`src/rtl/pcie_gen3_pkg.sv`:
```
// Shared Gen3 PCIe lane definitions.
// Holds the sync header encodings, the 128b/130b block geometry and a small
// helper that tells whether a sync header is one of the two legal codes.
package pcie_gen3_pkg;

  typedef logic [1:0] sync_hdr_t;

  localparam sync_hdr_t SYNC_HDR_DATA      = 2'b01;
  localparam sync_hdr_t SYNC_HDR_OS        = 2'b10;
  localparam int        GEN3_BLK_BITS      = 130;
  localparam int        GEN3_WORDS_PER_BLK = 4;

  function automatic logic sync_hdr_legal(input sync_hdr_t hdr);
    return (hdr == SYNC_HDR_DATA) || (hdr == SYNC_HDR_OS);
  endfunction

endpackage

```
`src/rtl/gen3_blk_checker.sv`:
```
// Gen3 block framing checker for the TX gearbox.
// Tracks the word index inside the current 128-bit block and raises a sticky
// error when a block_start arrives mid-block, a block is continued without a
// preceding block_start, or a block_start carries an illegal sync header.
// Ports:
//   clk_i, rst_i   lane clock, asynchronous active-low reset
//   clr_i          synchronous flush; clears the word index, not the error
//   accept         a word is consumed by the gearbox this cycle (flush-qualified)
//   block_start    the consumed word is word 0 of a block
//   sync_hdr       header sampled with block_start
//   proto_err      sticky error flag, cleared only by reset
module gen3_blk_checker
  import pcie_gen3_pkg::*;
(
  input  logic      clk_i,
  input  logic      rst_i,
  input  logic      clr_i,
  input  logic      accept,
  input  logic      block_start,
  input  sync_hdr_t sync_hdr,
  output logic      proto_err
);

  logic [1:0] wrd_q;
  logic       bad_word;

  always_comb begin
    bad_word = 1'b0;
    if (block_start) begin
      bad_word = (wrd_q != 2'd0) || !sync_hdr_legal(sync_hdr);
    end else begin
      bad_word = (wrd_q == 2'd0);
    end
  end

  // Index wraps naturally at 4 words; a block_start always re-synchronises it.
  always_ff @(posedge clk_i or negedge rst_i) begin
    if (!rst_i) begin
      wrd_q     <= 2'd0;
      proto_err <= 1'b0;
    end else begin
      if (clr_i) begin
        wrd_q <= 2'd0;
      end else if (accept) begin
        wrd_q <= block_start ? 2'd1 : wrd_q + 2'd1;
      end
      if (accept && bad_word) begin
        proto_err <= 1'b1;
      end
    end
  end

endmodule

```
`src/rtl/gen3_tx_gearbox.sv`:
```
// Gen3 transmit gearbox (128b/130b), downstream of the scrambler.
// Packs {data, sync header} blocks into a continuous 32-bit stream. Every
// 16 blocks the 2-bit headers add up to one extra output word, so ready
// drops for one cycle while that residue drains.
// Optional build macro: GEARBOX_PROTO_CHK_EN enables the block framing
// checker driving proto_err_o; otherwise proto_err_o is tied low.
// Ports:
//   clk_i          lane clock
//   rst_i          asynchronous active-low reset
//   clr_i          synchronous flush of residue (rate change / idle entry)
//   data_i         scrambled data word, bit 0 transmitted first
//   data_valid_i   data_i valid
//   block_start_i  data_i is word 0 of a block; header goes in front of it
//   sync_hdr_i     sync header, bit 0 sent first, sampled with block_start_i
//   ready_o        word accepted this cycle when data_valid_i is high
//   data_o         packed output word, bit 0 sent first
//   data_valid_o   data_o valid
//   proto_err_o    sticky framing error (checker builds only)
module gen3_tx_gearbox
  import pcie_gen3_pkg::*;
#(
  parameter int DATA_W        = 32,
  parameter int HDR_W         = 2,
  parameter int WORDS_PER_BLK = GEN3_WORDS_PER_BLK
) (
  input  logic              clk_i,
  input  logic              rst_i,
  input  logic              clr_i,
  input  logic [DATA_W-1:0] data_i,
  input  logic              data_valid_i,
  input  logic              block_start_i,
  input  logic [HDR_W-1:0]  sync_hdr_i,
  output logic              ready_o,
  output logic [DATA_W-1:0] data_o,
  output logic              data_valid_o,
  output logic              proto_err_o
);

  localparam int BUF_W  = 2 * DATA_W;
  localparam int IN_W   = DATA_W + HDR_W;
  localparam int FILL_W = 7;

  // Only the 32-bit, 4-words-per-block geometry is implemented.
  if (DATA_W * WORDS_PER_BLK + HDR_W != GEN3_BLK_BITS) begin : g_cfg_check
    $error("gen3_tx_gearbox: unsupported DATA_W/WORDS_PER_BLK/HDR_W combination");
  end

  logic [BUF_W-1:0]  buf_q;
  logic [FILL_W-1:0] fill_q;
  logic              accept;
  logic [IN_W-1:0]   in_bits;
  logic [FILL_W-1:0] add_bits;
  logic [FILL_W-1:0] new_fill;
  logic [BUF_W-1:0]  merged;

  // Bits at or above fill_q in buf_q are always zero, so new bits can be
  // OR-ed in at the fill position.
  assign ready_o = (fill_q < FILL_W'(DATA_W));
  assign accept  = data_valid_i & ready_o;

  always_comb begin
    in_bits  = '0;
    add_bits = '0;
    if (accept) begin
      if (block_start_i) begin
        in_bits  = {data_i, sync_hdr_i};
        add_bits = FILL_W'(IN_W);
      end else begin
        in_bits  = {{HDR_W{1'b0}}, data_i};
        add_bits = FILL_W'(DATA_W);
      end
    end
    merged   = buf_q | (BUF_W'(in_bits) << fill_q);
    new_fill = fill_q + add_bits;
  end

  // Flush clears the buffer too, keeping the zero-above-fill invariant.
  always_ff @(posedge clk_i or negedge rst_i) begin
    if (!rst_i) begin
      buf_q        <= '0;
      fill_q       <= '0;
      data_o       <= '0;
      data_valid_o <= 1'b0;
    end else if (clr_i) begin
      buf_q        <= '0;
      fill_q       <= '0;
      data_valid_o <= 1'b0;
    end else if (new_fill >= FILL_W'(DATA_W)) begin
      data_o       <= merged[DATA_W-1:0];
      data_valid_o <= 1'b1;
      buf_q        <= merged >> DATA_W;
      fill_q       <= new_fill - FILL_W'(DATA_W);
    end else begin
      data_valid_o <= 1'b0;
      buf_q        <= merged;
      fill_q       <= new_fill;
    end
  end

`ifdef GEARBOX_PROTO_CHK_EN
  gen3_blk_checker u_blk_checker (
    .clk_i       (clk_i),
    .rst_i       (rst_i),
    .clr_i       (clr_i),
    .accept      (accept & ~clr_i),
    .block_start (block_start_i),
    .sync_hdr    (sync_hdr_i),
    .proto_err   (proto_err_o)
  );
`else
  assign proto_err_o = 1'b0;
`endif

endmodule

```
`config.mk`:
```
export PLATFORM = sky130hd
export DESIGN_NAME = gen3_tx_gearbox
export DESIGN_NICKNAME = d
export VERILOG_FILES = /design/src/rtl/pcie_gen3_pkg.sv /design/src/rtl/gen3_blk_checker.sv /design/src/rtl/gen3_tx_gearbox.sv
export SDC_FILE = /design/constraint.sdc
export NUM_CORES = 1
export LEC_CHECK = 0
export BUFFER_PORTS_ARGS = -buffer_cell sky130_fd_sc_hd__buf_2
export CORE_UTILIZATION = 64
export DETAILED_ROUTE_END_ITERATION = 10
export PLACE_DENSITY = 0.86
export RECOVER_POWER = 25
export SLEW_MARGIN = 0
export SYNTH_ARGS = -nofsm -noshare
export SYNTH_HDL_FRONTEND = slang
export SYNTH_HIERARCHICAL = 1
export SYNTH_SLANG_ARGS = --single-unit
export TNS_END_PERCENT = 30
```
`constraint.sdc`:
```
create_clock -name clk_i -period 6.4 [get_ports clk_i]
set_clock_uncertainty 0.2 [all_clocks]
set_input_delay 0.64 -clock clk_i [delete_from_list [all_inputs] [get_ports clk_i]]
set_output_delay 0.64 -clock clk_i [all_outputs]
set_load 0.01 [all_outputs]
```
After elaboration in Yosys (flattened, before gate mapping):

Cells that the tools add are included.

* register bits after elaboration: 104
* bits of input ports: 39
* output and inout port bits: 35
* word-level logic and storage cells: 23

* $add $sub $neg: 2
* magnitude comparators: 2
* shift-type cells: 1
* muxes and demuxes: 10
* bitwise logic cells: 3
* reduce and logical (&&, ||, !) cells: 1

Operator list (count)
* $mux 64: 2
* $mux 34: 2
* $or 64x64->64: 1
* $shl 34x7->64: 1
* $mux 7: 3
* $add 7x7->7: 1
* $ge 7x6->1 const B: 1
* $lt 7x6->1 const B: 1
* $sub 7x6->7 const B: 1
* $mux 1: 2
* $mux 2: 1
* $reduce_and 2->1: 1
* $and 1x1->1: 1
* $not 1->1: 1

Depth between registers and ports, before layout:

* word-level depth: 7
* mapped depth: 17
* depth with buffers taken out: 14

Worst setup path before layout:

Ideal clock, no wire load.

* kind: input -> register
* from: in block_start_i
* to: reg data_o[11]
* library setup time: 125 ps
* data arrival time: 3193 ps
* path slack: 2882 ps
* cell stages on the path: 13
* path buffers: 4
* cell sequence: buf_4 > buf_4 > buf_2 > and2_1 > ha_1 > and3_4 > a311o_1 > a2111o_1 > nand2_2 > nand2_4 > inv_2 > buf_6 > mux2_2

* longest elaborated chain between the ends: 5
* elaborated cells on any way between the ends: 9

RTL lines
* start: declaration: line gen3_tx_gearbox.sv:31 `input logic block_start_i,`
* $mux 2: line gen3_tx_gearbox.sv:65 `if (block_start_i) begin`
* $mux 7: line gen3_tx_gearbox.sv:64 `if (accept) begin`
* $add 7x7->7: line gen3_tx_gearbox.sv:74 `new_fill = fill_q + add_bits;`
* $ge 7x6->1: line gen3_tx_gearbox.sv:88 `end else if (new_fill >= FILL_W'(DATA_W)) begin`
* $reduce_and 2->1 (no source line)
* end signal: assignment: line gen3_tx_gearbox.sv:89 `data_o <= merged[DATA_W-1:0];`
* end: declaration: line gen3_tx_gearbox.sv:34 `output logic [DATA_W-1:0] data_o,`

Parallel ways exist; a longest one is shown, timed or not.
A chain may end at the register's enable or synchronous reset.

Final worst setup path:

* from: reg fill_q[6]
* to: reg data_o[26]

* longest elaborated chain between the ends: 6
* elaborated cells on any way between the ends: 9

RTL lines
* start: declaration: line gen3_tx_gearbox.sv:49 `logic [FILL_W-1:0] fill_q;`
* start signal: assignment: line gen3_tx_gearbox.sv:92 `fill_q <= new_fill - FILL_W'(DATA_W);`
* start signal: assignment: line gen3_tx_gearbox.sv:96 `fill_q <= new_fill;`
* $lt 7x6->1: line gen3_tx_gearbox.sv:58 `assign ready_o = (fill_q < FILL_W'(DATA_W));`
* $and 1x1->1: line gen3_tx_gearbox.sv:59 `assign accept = data_valid_i & ready_o;`
* $mux 7: line gen3_tx_gearbox.sv:64
* $add 7x7->7: line gen3_tx_gearbox.sv:74
* $ge 7x6->1: line gen3_tx_gearbox.sv:88
* $reduce_and 2->1 (no source line)

Parallel ways exist; a longest one is shown, timed or not.

==> flow_summary.toml <==
[clocking]
cts-buffers-inserted = 9
cts_max_level = 3
cts_root_buffer = "clkbuf_8"
cts_setup_buffers = 0
cts-hold-fix-buffers = 0
cts_tree = "done"
insertion_delay_ns = 0.38
cts_buffer_depth = 2
clk_pin_slew_ns = 0.11
numClockSinks = 103
cts_resized = 0

[run_status]
outcome = "finished, violations left"
violations = "max-capacitance violations, max-slew violations"

[power]
power_density_nw_per_um2 = 380.0
peakVddDrop_mv = 0.2904
fin_total_pwr_uw = 2626
leakage_uw = 0.002946

[die]
core_um2 = 9774
dieArea_um2 = 10490
die_y_um = 102.4
die_w_um = 102.4
initial_core_util = 0.6601
rows = 36
io_pins = 74

[cells_and_area]
syn2layout_area_growth_pct = 7.097
num-nets-final = 748
drive_gt1_frac = 0.2127
fill_cells = 816
final_common_cell = "nor2_1"
diodes = 0
design_area_um2 = 6910
mostFrequentLayoutCells = "117 x nor2_1, 102 x dfrtp_1, 62 x buf_2, 61 x a21oi_1, 40 x mux2i_1"
post-route-util = 0.7070

[synth]
synth_fp_nets = 707
synthesis.yosys.warnings = 6
synth_top_area_share = 0.3995
ys.flop_type = "dfrtp_1"
yosys.area.top_type = "dfrtp_1"
yosysSeqAreaShare = 0.3995
synth_edf_count = 0
netlist_area_um2 = 6452
synthCells = 664
ys_types = 67
avgSynthCellArea_um2 = 9.718
synth_area_leaders = "dfrtp_1 40%, nor2_1 6.8%, mux2_2 6.3%"
async_reset_ff_frac = 1.000
ys_ff_latch = 103

[min_path]
holdPathStages = 2
min_path_type = "flop to flop"

[critical_path]
cp-end-kind = "flop"
path_buf_inv = 2
critPathLaunchType = "flop"
required_ns = 6.47
worstRegToRegCells = 12
critPathMostFrequentCell = "ha_1"
path_depth = 12
crit_family = "simple AND/OR/NAND/NOR gates"
cp_max_fo = 58
cp.arrival_ns = 4.91
cp_slowest_stage_delay_ns = 0.68
critPathKind = "flop to flop"
crit_slowest_cell = "inv_2"
worstPathCellList = "or3b_2 > clkinv_1 > and2_1 > ha_1 > ha_1 > nand3_1 > xor2_1 > a2111o_1 > nand2_2 > nand2_4 > inv_2 > mux2_2"

[placed_design]
place.gp.congestion = 0.9422
place_area_um2 = 6748
dp_hpwl_um = 13560
portBuffers = 72

[route]
ant_nets = 0
drc = 0
drt_iter0_markers = 616
vias = 5748
routed_wl_um = 18700
first_pass_iters = 5
vias_per_cell = 6.819
wire_per_inst_um = 22.18

[sta]
setup_tns_ns = 0
post-route-period-util = 0.7562
rsz0062_at_grt = "false"
fmax_ghz = 0.2066
finalSetupViolations = 0
period_needed_ns = 4.839
max-slew-margin-rel = -0.7492
whs_ns = 0.2876
drv_slew = 53
worstMarginPinSlew_ns = 2.624
hold_violations = 0

[job]
drv_cap = 1

[global_route]
grt_max_degree = 59
antenna_found_initial = 0
grt_overflow = 0
track_usage = 0.3756
grt_pass1_vias = 5292
grt_pass1_wl_um = 28760
## kinds of logic (layout without fill, tap and decap cells)
family                     count (synthesis)  after routing  share of synthesized area
buffers and inverters                     56            102                    0.04809
DFF                                      103            103                     0.3995
AOI/OAI and AO/OA                        208            208                     0.2300
xor gates and xnor gates                   5              5                   0.006788
adders and majority gates                  4              4                   0.007757
muxes                                     88             88                     0.1668
other                                      1              1                  0.0005812
and+or+nand+nor                          199            199                     0.1406
## report_power, final
| group | internal [µW] | switching (µW) | total [µW] |
|---|---|---|---|
| registers | 843 | 115 | 957 |
| logic | 470 | 815 | 1290 |
| clock network | 145 | 238 | 384 |
| total | 1460 | 1170 | 2630 |
## flip-flops by register name, summed over array words and instances, names as in the netlist
name,flops
buf_q,64
data_o,32
data_valid_o,1
fill_q,6
## cells in the mapped netlist, drive strengths merged (2+ instances only)
cell,number
nor2,118
mux4,12
mux2i,40
clkbuf,13
a2111oi,4
o22ai,9
dfrtp,103
o21a,9
nand3,3
a22oi,9
a31oi,16
a2111o,2
o21ai,7
o221ai,3
xor2,2
a221o,2
inv,7
o2bb2ai,2
a311oi,3
ha,4
a22o,7
mux2,36
nor2b,6
buf,35
o311a,4
o31a,2
a211oi,20
a222oi,2
and3,6
and2,6
a211o,2
o22a,3
a21o,14
nor3,20
o31ai,2
nand2,22
a21oi,64
nor3b,2
xnor2,3
a221oi,12
o211ai,4
nand4bb,2
o221a,2
nand2b,9
## area by class of cell
cell class	instances	area [µm²]	share of cell area
Inverter	8	30.03	0.004345
Clock inverter	7	53.80	0.007786
Timing Repair Buffer	78	392.9	0.05685
Tap cell	133	166.4	0.02408
Sequential cell	103	2579	0.3732
Clock buffer	9	123.9	0.01793
Multi-Input combinational cell	505	3565	0.5158
## final timing paths
check                           startpoint    endpoint  slack [ns]
max in group asynchronous            rst_i   fill_q[1]        3.31
worst max-delay path             fill_q[6]  data_o[26]        1.56
worst min register to register   buf_q[50]   buf_q[50]        0.29
worst min-delay path             buf_q[50]   buf_q[50]        0.29
min in group asynchronous            rst_i  data_o[29]        0.86
worst max register to register   fill_q[6]  data_o[26]        1.56
## worst register-to-register path: stages (launching register included)
cell	delay, ns
dfrtp_1	0.50
or3b_2	0.63
clkinv_1	0.19
and2_1	0.16
ha_1	0.17
ha_1	0.21
nand3_1	0.11
xor2_1	0.23
a2111o_1	0.44
nand2_2	0.55
nand2_4	0.22
inv_2	0.68
mux2_2	0.43
## layer usage
layer	track usage	share of wire	vias to the layer above
li1	-	-	2574
met1	0.5369	0.43	2757
met2	0.5674	0.44	346
met3	0.05814	0.083	71
met4	0.1714	0.044	0
met5	0	0	-
## metrics by stage
step           setup slack, ns  instances
3_3_place_gp             1.588        827
4_1_cts                  1.595        843
6_report                 1.561        843
3_5_place_dp             1.389        827
2_1_floorplan            2.882        664
5_1_grt                  1.308        843
Power figures use the tool's default switching activity.
